### src/rtl/seq_pkg.sv
// Shared types and helpers for the multi-track step sequencer.
// Holds the default widths, the per-track gate state encoding and the mix clipper.
package seq_pkg;

  localparam int unsigned AUD_W_DEF = 24;
  localparam int unsigned CNT_W_DEF = 24;

  typedef enum logic {OFF, ON} gate_state_t;

  // Clamp a wide signed sum into the signed range of an aud_w-bit word.
  // The caller keeps the low aud_w bits of the result.
  function automatic logic signed [63:0] sat_clip(input logic signed [63:0] sum,
                                                  input int unsigned       aud_w);
    logic signed [63:0] hi;
    logic signed [63:0] lo;
    hi = (64'sd1 <<< (aud_w - 1)) - 64'sd1;
    lo = -(64'sd1 <<< (aud_w - 1));
    if (sum > hi)      return hi;
    else if (sum < lo) return lo;
    else               return sum;
  endfunction

endpackage

### src/rtl/track_gate.sv
// One drum voice's note gate: a two-state FSM plus a down-counter that holds
// the note on for gate_len cycles, with legato retrigger.
module track_gate
  import seq_pkg::*;
#(
  parameter int unsigned CNT_W = CNT_W_DEF
) (
  input  logic             CLOCK_50,
  input  logic             reset,
  input  logic             run,
  input  logic             step_pulse,
  input  logic             trig_bit,
  input  logic [CNT_W-1:0] gate_len,
  output logic             gate
);

  gate_state_t      state, state_n;
  logic [CNT_W-1:0] gcnt, gcnt_n;
  logic             trigger;

  assign trigger = step_pulse && trig_bit && (gate_len != '0);

  always_ff @(posedge CLOCK_50) begin
    if (reset) begin
      state <= OFF;
      gcnt  <= '0;
    end else begin
      state <= state_n;
      gcnt  <= gcnt_n;
    end
  end

  // NOTE: every output of this block gets a default first, so no latch is inferred.
  always_comb begin
    state_n = state;
    gcnt_n  = gcnt;
    if (!run) begin
      state_n = OFF;
      gcnt_n  = '0;
    end else begin
      case (state)
        OFF: begin
          if (trigger) begin
            state_n = ON;
            gcnt_n  = gate_len - CNT_W'(1);
          end
        end
        ON: begin
          if (trigger) begin
            gcnt_n = gate_len - CNT_W'(1);
          end else if (step_pulse && gate_len == '0) begin
            // A zero gate length silences held notes at the next step boundary.
            state_n = OFF;
            gcnt_n  = '0;
          end else if (gcnt == '0) begin
            state_n = OFF;
          end else begin
            gcnt_n = gcnt - CNT_W'(1);
          end
        end
        default: begin
          state_n = OFF;
          gcnt_n  = '0;
        end
      endcase
    end
  end

  assign gate = (state == ON);

endmodule

### src/rtl/multi_track_sequencer.sv
// Multi-track step sequencer and mixer: tempo counter, step register, per-track
// note gates and a saturating mix of the gated, unmuted voices.
module multi_track_sequencer
  import seq_pkg::*;
#(
  parameter int unsigned NUM_TRACKS = 4,
  parameter int unsigned NUM_STEPS  = 8,
  parameter int unsigned AUD_W      = AUD_W_DEF,
  parameter int unsigned CNT_W      = CNT_W_DEF,
  localparam int unsigned STEP_W    = $clog2(NUM_STEPS)
) (
  input  logic                            CLOCK_50,
  input  logic                            reset,
  input  logic                            run,
  input  logic [CNT_W-1:0]                step_len,
  input  logic [CNT_W-1:0]                gate_len,
  input  logic [NUM_TRACKS*NUM_STEPS-1:0] pattern,
  input  logic [NUM_TRACKS-1:0]           mute,
  input  logic [NUM_TRACKS*AUD_W-1:0]     aud_in,
  output logic signed [AUD_W-1:0]         aud_out,
  output logic [STEP_W-1:0]               step,
  output logic                            step_pulse,
  output logic [NUM_TRACKS-1:0]           gate
);

  localparam int unsigned SUM_W = AUD_W + $clog2(NUM_TRACKS) + 1;

  logic [CNT_W-1:0]        cnt;
  logic [CNT_W-1:0]        step_last;
  logic [NUM_TRACKS-1:0]   trig;
  logic signed [SUM_W-1:0] mix_sum;

  // A step length of zero behaves as one cycle per step.
  assign step_last  = (step_len == '0) ? '0 : step_len - CNT_W'(1);
  assign step_pulse = run && !reset && (cnt == '0);

  always_ff @(posedge CLOCK_50) begin
    if (reset) begin
      cnt  <= '0;
      step <= '0;
    end else if (!run) begin
      cnt  <= '0;
      step <= '0;
    end else if (cnt >= step_last) begin
      cnt  <= '0;
      step <= (step == STEP_W'(NUM_STEPS - 1)) ? '0 : step + STEP_W'(1);
    end else begin
      cnt <= cnt + CNT_W'(1);
    end
  end

  for (genvar t = 0; t < NUM_TRACKS; t++) begin : g_track
    logic [NUM_STEPS-1:0] row;
    assign row     = pattern[t*NUM_STEPS +: NUM_STEPS];
    assign trig[t] = row[step];

    track_gate #(.CNT_W(CNT_W)) u_gate (
      .CLOCK_50   (CLOCK_50),
      .reset      (reset),
      .run        (run),
      .step_pulse (step_pulse),
      .trig_bit   (trig[t]),
      .gate_len   (gate_len),
      .gate       (gate[t])
    );
  end

  // Each voice is sign-extended to the wide sum before adding.
  always_comb begin
    mix_sum = '0;
    for (int t = 0; t < NUM_TRACKS; t++) begin
      if (gate[t] && !mute[t])
        mix_sum = mix_sum + SUM_W'($signed(aud_in[t*AUD_W +: AUD_W]));
    end
  end

  always_ff @(posedge CLOCK_50) begin
    if (reset) aud_out <= '0;
    else       aud_out <= AUD_W'(sat_clip(64'(mix_sum), AUD_W));
  end

endmodule

### config.mk
export PLATFORM = sky130hd
export DESIGN_NAME = multi_track_sequencer
export DESIGN_NICKNAME = d
export VERILOG_FILES = /design/src/rtl/seq_pkg.sv /design/src/rtl/track_gate.sv /design/src/rtl/multi_track_sequencer.sv
export SDC_FILE = /design/constraint.sdc
export NUM_CORES = 1
export LEC_CHECK = 0
export ABC_CLOCK_PERIOD_IN_PS = 14300
export CORE_ASPECT_RATIO = 0.5
export CORE_MARGIN = 4
export CORE_UTILIZATION = 50
export CTS_BUF_LIST = sky130_fd_sc_hd__clkbuf_16
export CTS_CLUSTER_DIAMETER = 50
export DETAILED_ROUTE_END_ITERATION = 6
export DONT_BUFFER_PORTS = 1
export HOLD_SLACK_MARGIN = 0.06
export PLACE_DENSITY = 0.7
export SLEW_MARGIN = 0
export SYNTH_ARGS = -nofsm -noshare
export SYNTH_HDL_FRONTEND = slang
export SYNTH_SLANG_ARGS = --single-unit
### constraint.sdc
create_clock -name CLOCK_50 -period 14.3 [get_ports CLOCK_50]
set_clock_uncertainty 0.15 [all_clocks]
set_input_delay 2.86 -clock CLOCK_50 [delete_from_list [all_inputs] [get_ports CLOCK_50]]
set_output_delay 2.86 -clock CLOCK_50 [all_outputs]
set_load 0.03 [all_outputs]
# Yosys cells after proc, flatten, opt, wreduce, memory -nomap -nowiden
# Cells that the tools add are included.
[word_totals]
word_cells = 132
input_bits = 183
register_bits = 151
out_inout_bits = 32
[classes]
eq_ne = 9
add_sub_neg = 11
muxes = 56
n_lt_le_gt_ge = 4
bitwise = 5
n_reduce_logical = 35
[ops]
columns = ["cell", "n"]
rows = [
  ["24-bit two-way mux", 18],
  ["24-bit one-hot mux with 2 select lines", 4],
  ["24-bit zero test", 7],
  ["24-bit by 1-bit subtractor with 24-bit output (second input constant)", 6],
  ["27-bit two-way mux", 4],
  ["27-bit by 24-bit adder with 27-bit output", 3],
  ["27-bit by 24-bit greater-than comparator with 1-bit output (second input constant)", 1],
  ["27-bit by 24-bit < comparator with 1-bit output (second input constant)", 1],
  ["24-bit by 1-bit adder with 24-bit output (second input constant)", 1],
  ["24-bit greater-or-equal comparator", 1],
  ["24-bit nonzero test", 1],
  ["23-bit two-way mux", 1],
  ["1-bit two-way mux", 20],
  ["4-bit != test (second input constant)", 4],
  ["1-bit logical AND", 15],
  ["1-bit binary-select mux with 3-bit select", 4],
  ["2-bit by 1-bit != test with 1-bit output (second input constant)", 4],
  ["1-bit one-hot mux with 2 select lines", 4],
  ["2-bit AND reduction", 4],
  ["1-bit zero test", 5],
  ["1-bit NOT", 5],
  ["3-bit by 4-bit < comparator with 1-bit output (second input constant)", 1],
  ["2-bit OR reduction", 2],
  ["3-bit by 1-bit adder with 3-bit output (second input constant)", 1],
  ["3 further kinds", 3],
]

# Longest topological paths before layout
# Gate-level depths: netlist of run 1.
[depth]
word_depth = 12
mapped_depth = 39
depth_no_buf = 36

# Hierarchy
# From an unflattened synthesis of run 1, not the netlist that was laid out.
[hier_totals]
hier_cells = 2246
hier_area_um2 = 16829.9
[modules_own_cells]
columns = ["module", "seq_area_each_um2", "instances", "cells_each", "area_each_um2"]
rows = [
  ["multi_track_sequencer", 1021.0, 1, 1079, 8091.5],
  ["track_gate at g_track[0].u_gate ...", 500.5, 3, 290, 2175.8],
  ["track_gate at g_track[3].u_gate", 500.5, 1, 297, 2210.9],
]

# Least setup slack after synthesis of run 1
# No wires, ideal clock.
[synth_timing]
kind = "input port to flip-flop"
from = "in mute[0]"
to = "reg aud_out[13]"
n_path_buf = 3
path_stages = 35
setup_time_ps = 133
t_required_ps = 14017
t_arrival_ps = 9862
path_slack_ps = 4155
path_cell_list = "nor2b_1 -> clkbuf_1 -> clkbuf_1 -> nand2_1 -> inv_1 -> ha_1 -> fa_1 -> a21o_1 -> a221o_1 -> maj3_1 -> a32oi_1 -> xnor2_1 -> nor2_1 -> xnor2_1 -> ha_1 -> a211oi_1 -> nand2_1 -> o21a_1 -> o21ai_0 -> nand2_1 -> xor2_1 -> mux2_2 -> ha_1 -> a211oi_1 -> o21ai_0 -> a221o_1 -> a2111o_1 -> o21ai_0 -> o21ai_0 -> xor2_1 -> nand2_1 -> xnor3_1 -> o21bai_1 -> clkbuf_1 -> o21ai_0"
[synth_between]
elab_chain_len = 12
elab_cells_between_ends = 13
cone_classes = "3 x add/sub; 2 x order compare; 6 x mux; 2 x reduce/logical"
[synth_lines]
columns = ["item", "line", "text"]
rows = [
  ["start, declared", "multi_track_sequencer.sv:18", "input logic [NUM_TRACKS-1:0] mute,"],
  ["1-bit zero test *", "multi_track_sequencer.sv:72", "if (gate[t] && !mute[t])"],
  ["1-bit logical AND *", "multi_track_sequencer.sv:72", ""],
  ["27-bit two-way mux *", "multi_track_sequencer.sv:72", ""],
  ["27-bit by 24-bit adder with 27-bit output", "multi_track_sequencer.sv:73", "mix_sum = mix_sum + SUM_W'($signed(aud_in[t*AUD_W +: AUD_W]));"],
  ["27-bit two-way mux *", "multi_track_sequencer.sv:72", ""],
  ["27-bit by 24-bit adder with 27-bit output", "multi_track_sequencer.sv:73", ""],
  ["27-bit two-way mux *", "multi_track_sequencer.sv:72", ""],
  ["27-bit by 24-bit adder with 27-bit output", "multi_track_sequencer.sv:73", ""],
  ["27-bit two-way mux *", "multi_track_sequencer.sv:72", ""],
  ["27-bit by 24-bit < comparator with 1-bit output", "seq_pkg.sv:19", "else if (sum < lo) return lo;"],
  ["24-bit two-way mux", "seq_pkg.sv:19", ""],
  ["23-bit two-way mux *", "seq_pkg.sv:18", "if (sum > hi) return hi;"],
  ["end signal, assigned", "multi_track_sequencer.sv:79", "else aud_out <= AUD_W'(sat_clip(64'(mix_sum), AUD_W));"],
  ["end, declared", "multi_track_sequencer.sv:20", "output logic signed [AUD_W-1:0] aud_out,"],
]
# Mark *: on every way between the ends. The rest lies on a longest branch, timed or not.
# A chain may end at the register's enable or synchronous reset.

# Worst setup path in the final report of run 1
[layout_timing]
from = "in mute[0]"
to = "reg aud_out[8]"
# Same word-level chain as after synthesis.

==> results.ini, run 1 <==
[die]
fp-row-count = 43
die_w_um = 249
coreArea_mm2 = 0.0281
initial_core_util_pct = 51.7
fp.dieH_um = 129
io-pin-count = 215
dieArea_mm2 = 0.0320

[finish]
multiInputGateArea_mm2 = 0.0108
seq_area_mm2 = 0.00302
nets = 2228
drive_gt1_share_pct = 5.54
final_cells = 2333
fillers = 2768
syn_to_final_growth_pct = 5.27
final_util_pct = 54.4

[placement]
hpwl_um = 31300
dp_slack_ns = 3.59
gp_congestion = 0.964
dp.cells = 2299
portBuffers = 0

[global_routing]
antenna_found_initial = 4
track_usage_pct = 25.7
grt_pass1_vias = 13000
grt_first_pass_wirelength_um = 67600
gr-total-overflow = 0
grt_start_max_net_pins = 100

[drt]
maxUsedRoutingLayer = met5
dr.pass1.iters = 7
wl_met1_um = 19300
drtIter0Drc = 1433
dr_wl_met2_um = 18800
met3_wirelength_um = 3410
antenna_left = 0
drc_errors = 0
routed_wl_um = 42700
num_vias = 14600
wl_per_cell_um = 18.3
vias_per_cell = 6.24

[setup_path]
cp_max_fo = 27
crit_type = input port to register
r2r_slack_ns = 5.74
worst-r2r-cell-count = 33
critPathLaunchType = input port
startpoint = mute[0]
timing.rr.end = aud_out[8]$_SDFF_PP0_
cp_slowest_cell = nand2_1
endpoint = aud_out[8]$_SDFF_PP0_
cp_data_arrival_time_ns = 10.55
required_ns = 14.43
cp_slowest_stage_delay_ns = 0.46
r2r_start = g_track[0].u_gate.gate$_SDFF_PP0_
crit_path_end_kind = register

[clock_network]
htreeDepth = 4
clock_path_buffers = 2
root_buffer = clkbuf_16
cts_resized = 0
clock_sinks = 151
numCtsBuffers = 17
cts_setup_buffers = 0
cts_tree = yes
postCtsHoldBufs = 0
clock_latency_ns = 0.45
clk_pin_slew_ns = 0.07

[power_and_ir_drop]
cellPowerDensity_mw_per_mm2 = 75.0
p_leak_nw = 6.12
vdd_ir_drop_max_uv = 83.0

[synthesis]
ys_top_cells_by_count = 243 x nor2_1, 203 x o21ai_0, 183 x nand2_1, 151 x dfxtp_1, 149 x a21oi_1
synth_warnings = 0
synth_top_area_cell = dfxtp_1
synth_xor_xnor_area_share_pct = 8.23
muxShareOfSynthArea_pct = 3.00
synthSimpleGateAreaFrac_pct = 25.3
synth_compound_area_share_pct = 28.1
synthDistinctLibCells = 89
yosys_most_used_dff = dfxtp_1
ys_async_sr_fraction_pct = 0
avgSynthCellArea_um2 = 7.25
synth_seq_cells = 151
seq_area_frac_synth_pct = 20.8
synth_fa_ha_area_share_pct = 9.75
synth_fp_nets = 2298
synth_top_family_by_area = compound AO/OA/AOI/OAI gates
synth_edf_count = 0
yosysMostFrequentCell = nor2_1
synthTopCellsByArea = dfxtp_1 21%, ha_1 9.1%, o21ai_0 7.0%, nor2_1 6.3%, a21oi_1 5.1%
synth_cells = 2006
synth_top_area_share_pct = 20.8
syn_area_mm2 = 0.0145

[job]
cap_violations = 0

[timing]
max_freq_mhz = 96.0
setup-tns-final_ns = 0
max_slew.worst_pin.slew_ns = 1.15
hold_violations = 0
setup_violations = 0
final.setup.worst_slack_ns = 3.89
drv_slew = 0
maxSlewHeadroom_pct = 23.5
rsz0062_at_grt = false
post-route-min-period_ns = 10.41
finalCritPeriodShare_pct = 72.8

[outcome]
status = finished clean

[min_path]
hold_class = register to register

[layout make-up]
cell class	instances	share of cell area, %
multi-input cells	1686	70.8
repair buffers	16	0.785
inverters	64	1.57
clock inverters	15	1.14
flip-flops and latches	151	19.8
diodes	2	0.0327
well taps	382	3.12
clock buffers	17	2.78
[routing by layer]
metal | up-vias | track usage (%)
met1 | 6783 | 34.7
met5 | - | 0
met3 | 60 | 6.32
li1 | 7242 | -
met4 | 2 | 8.26
met2 | 473 | 40.8
[worst max-delay path: cells and delay by family]
| kind | cells | cell delay, ns |
|---|---|---|
| xor+xnor | 5 | 0.90 |
| mux | 1 | 0.28 |
| buf+inv | 2 | 0.25 |
| compound gates | 13 | 3.62 |
| simple gates | 7 | 0.92 |
| fa+ha+maj | 5 | 1.69 |
[report_power, final]
group / switching (mW) / internal (mW) / total [mW]
sequential: 0.0178 / 0.431 / 0.449
combinational: 0.139 / 0.0874 / 0.227
clock: 0.197 / 0.275 / 0.472
[sequential cells by signal (all words and copies together), names as in the netlist]
signal and count:
aud_out 24, cnt 24, g_track.u_gate.gate 4, g_track.u_gate.gcnt 96, step 3
[cells by family after synthesis]
family | Yosys count
buffers and inverters | 169
adder cells (fa/ha/maj) | 112
multiplexers | 32
AND/OR/NAND/NOR | 760
AO/OA/AOI/OAI | 647
XOR/XNOR | 135
flip-flops | 151
[worst min-delay path by stage]
stage	depth (start not counted)	to	from	slack (ns)
after global routing	2	g_track[0].u_gate.gcnt[22]$_SDFFE_PP0P_	g_track[0].u_gate.gcnt[22]$_SDFFE_PP0P_	0.35
after CTS	2	g_track[0].u_gate.gcnt[22]$_SDFFE_PP0P_	g_track[0].u_gate.gcnt[22]$_SDFFE_PP0P_	0.33
final	2	g_track[0].u_gate.gcnt[22]$_SDFFE_PP0P_	g_track[0].u_gate.gcnt[22]$_SDFFE_PP0P_	0.33
after floorplan	2	g_track[1].u_gate.gcnt[18]$_SDFFE_PP0P_	g_track[1].u_gate.gcnt[18]$_SDFFE_PP0P_	0.30
after detailed placement	2	g_track[0].u_gate.gcnt[22]$_SDFFE_PP0P_	g_track[0].u_gate.gcnt[22]$_SDFFE_PP0P_	0.32
after global placement	2	g_track[0].u_gate.gcnt[22]$_SDFFE_PP0P_	g_track[0].u_gate.gcnt[22]$_SDFFE_PP0P_	0.32
[through the flow]
stage          power (mW)  hold WS [ns]  area (um2)
4_1_cts              1.15         0.327       15300
6_report             1.15         0.328       15300
5_1_grt              1.20         0.345       15300
3_3_place_gp        0.678         0.315       14700
2_1_floorplan       0.638         0.298       14500
3_5_place_dp        0.680         0.318       14700
[layout by cell type (no fill, tap or decap), drive strengths merged, types with 16 or more instances in the layout]
cell type / count
nor2b: 16
o21a: 19
o21ai: 209
nand2b: 25
and2: 24
nand3: 54
a22oi: 37
nand2: 184
inv: 69
nor3: 73
ha: 106
a211oi: 28
xor2: 66
nor4: 39
a31oi: 17
nor2: 244
a21oi: 150
or3: 25
clkbuf: 17
o22ai: 19
buf: 16
dfxtp: 151
nand4: 25
a21o: 44
xnor2: 68
No activity file was read; power rests on OpenSTA's default activity.
==> inputs of run 2 (changes only) <==
Settings changed: ABC_CLOCK_PERIOD_IN_PS 14300 to 8490, PLACE_DENSITY 0.7 to 0.73.
Clock period 14.3 ns to 8.49 ns, I/O delays scaled along.
==> results.ini, run 2 (synthesized netlist as in run 1, its figures left out) <==
[outcome]
status = finished clean

[finish]
final_cell_mix = 243 x nor2_1, 192 x o21ai_0, 182 x nand2_1
drive_gt1_share_pct = 8.65  ; +3.1 points
largest-register = g_track.u_gate.gcnt
syn_to_final_growth_pct = 8.32
nets = 2267  ; +1.8%
largest_register_ffs = 96  ; unchanged
design_area_mm2 = 0.0157  ; +2.9%
final_util_pct = 55.9  ; +1.6 points
mostFrequentLayoutCell = nor2_1
multiInputGateArea_mm2 = 0.0110  ; +1.3%
fillers = 2708  ; -2.2%
seq_area_mm2 = 0.00302  ; unchanged
reg_top3 = g_track.u_gate.gcnt: 96 flops, aud_out: 24 flops, cnt: 24 flops
final_cells = 2378  ; +1.9%

[setup_path]
crit_type = input port to register
r2r_start = g_track[0].u_gate.gate$_SDFF_PP0_
worst-r2r-cell-count = 33  ; unchanged
timing.rr.end = aud_out[17]$_SDFF_PP0_
crit_buf_inv = 3  ; +1
cp_slowest_stage_delay_ns = 0.41  ; -0.05 ns
crit_family = compound AO/OA/AOI/OAI gates
cp_common_cell = ha_1
startpoint = mute[0]
cp_max_fo = 9  ; -67%
cp_data_arrival_time_ns = 8.39  ; -2.16 ns
cp_slowest_cell = a2111o_1
crit_path_end_kind = register
required_ns = 8.67  ; -5.76 ns
r2r_slack_ns = 0.91  ; -4.83 ns
critPathLaunchType = input port

[power_and_ir_drop]
cellPowerDensity_mw_per_mm2 = 119  ; +59%
vdd_ir_drop_max_uv = 144  ; +74%
p_leak_nw = 6.34  ; +3.6%
p_total_mw = 1.88  ; +64%

[die]
coreArea_mm2 = 0.0281  ; unchanged
initial_core_util_pct = 51.7  ; unchanged
die_w_um = 249  ; unchanged
dieArea_mm2 = 0.0320  ; unchanged
fp.dieH_um = 129  ; unchanged
io-pin-count = 215  ; unchanged
fp-row-count = 43  ; unchanged

[clock_network]
clock_path_buffers = 2  ; unchanged
clock_latency_ns = 0.45  ; about the same
postCtsHoldBufs = 0  ; unchanged
htreeDepth = 4  ; unchanged
numCtsBuffers = 17  ; unchanged
clock_sinks = 151  ; unchanged
clk_pin_slew_ns = 0.07  ; about the same
cts_tree = yes
root_buffer = clkbuf_16

[placement]
hpwl_um = 32200  ; +2.7%
portBuffers = 0  ; unchanged
gp_congestion = 0.957  ; -0.64%
dp.cells = 2332  ; +1.4%
dpl_cell_area_mm2 = 0.0150  ; +2.2%

[min_path]
holdPathStages = 2  ; unchanged
whs_endpoint = g_track[0].u_gate.gcnt[10]$_SDFFE_PP0P_
min-delay-start = g_track[0].u_gate.gcnt[10]$_SDFFE_PP0P_
hold_class = register to register

[timing]
max_slew.worst_pin.slew_ns = 1.23  ; +0.0835 ns
maxSlewHeadroom_pct = 17.8  ; -5.7 points
whs_ns = 0.328  ; -0.000299 ns
post-route-min-period_ns = 8.21
max_freq_mhz = 122
hold_violations = 0  ; unchanged
setup_violations = 0  ; unchanged
finalCritPeriodShare_pct = 96.7
drv_slew = 0  ; unchanged

[global_routing]
grt_pass1_vias = 13000  ; +0.63%
antenna_found_initial = 7  ; +3
gr-total-overflow = 0  ; unchanged
grt_first_pass_wirelength_um = 68200  ; +0.91%
grt_start_max_net_pins = 100  ; unchanged
track_usage_pct = 25.8  ; +0.12 points

[drt]
num_vias = 14800  ; +1.6%
wl_per_cell_um = 18.3  ; about the same
drc_errors = 0  ; unchanged
dr.pass1.iters = 7  ; unchanged
drtIter0Drc = 1355  ; -5.4%
vias_per_cell = 6.22  ; -0.33%
routed_wl_um = 43500  ; +1.9%
antenna_left = 0  ; unchanged

[job]
cap_violations = 0  ; unchanged

-- run 2: cell count changes in the layout (fill, tap and decap cells not counted), moves of 3 or more --
cell	change
o21ai_1	+9
buf_4	+35
a21oi_2	+3
a21oi_1	-3
clkinv_4	+3
bufinv_16	-3
ha_1	-3
diode_2	+6
o21ai_0	-11
-- run 2: routing by layer --
| layer | routed length (um) | GRT usage (%) | vias to the layer above |
|---|---|---|---|
| met2 | 19400 | 41.7 | 539 |
| li1 | - | - | 7322 |
| met5 | 0 | 0 | - |
| met3 | 3290 | 4.93 | 84 |
| met4 | 1160 | 8.22 | 0 |
| met1 | 19700 | 35.2 | 6847 |
-- run 2: cell type report --
cell class / count / area share [%]
clock buffer: 17 / 2.70
sequential: 151 / 19.2
tap: 382 / 3.04
clock inverter: 15 / 0.763
inverter: 64 / 1.53
timing repair buffer: 55 / 2.92
multi-input combinational: 1686 / 69.7
antenna: 8 / 0.127
-- run 2: power breakdown --
part / leakage (nW) / internal (mW) / switching, mW
logic: 4.85 / 0.158 / 0.238
clock network: 0.267 / 0.380 / 0.349
registers: 1.22 / 0.726 / 0.0298
-- run 2: repair_timing --
action                     4_1_cts  5_1_grt
setup endpoints to repair        0       24
setup buffers                    0        4
gates resized for setup          0       29
-- run 2: metrics by stage --
step | setup TNS [ns] | setup slack (ns)
finish | 0 | 0.284
global route | -0.309 | -0.0327
CTS | 0 | 0.210
detailed placement | -4.04 | -0.200
global placement | -1.59 | -0.0769
floorplan | 0 | 0.00352
-- run 2: worst max-delay path by stage --
stage                     cells after the start                      to  slack [ns]
after detailed placement                     34   aud_out[8]$_SDFF_PP0_       -0.20
after global placement                       34   aud_out[0]$_SDFF_PP0_       -0.08
final                                        32  aud_out[17]$_SDFF_PP0_        0.28
after CTS                                    31  aud_out[10]$_SDFF_PP0_        0.21
after floorplan                              37  aud_out[10]$_SDFF_PP0_       0.004
after global routing                         31  aud_out[21]$_SDFF_PP0_       -0.03
-- run 2: worst register-to-register path: cells and delay by family (launching register included) --
kind            cells  cell delay [ns]
xor+xnor            3             0.63
compound gates     16             3.54
buf+inv             4             0.62
fa+ha+maj           4             1.25
simple gates        5             0.73
mux                 1             0.29
flops               1             0.29
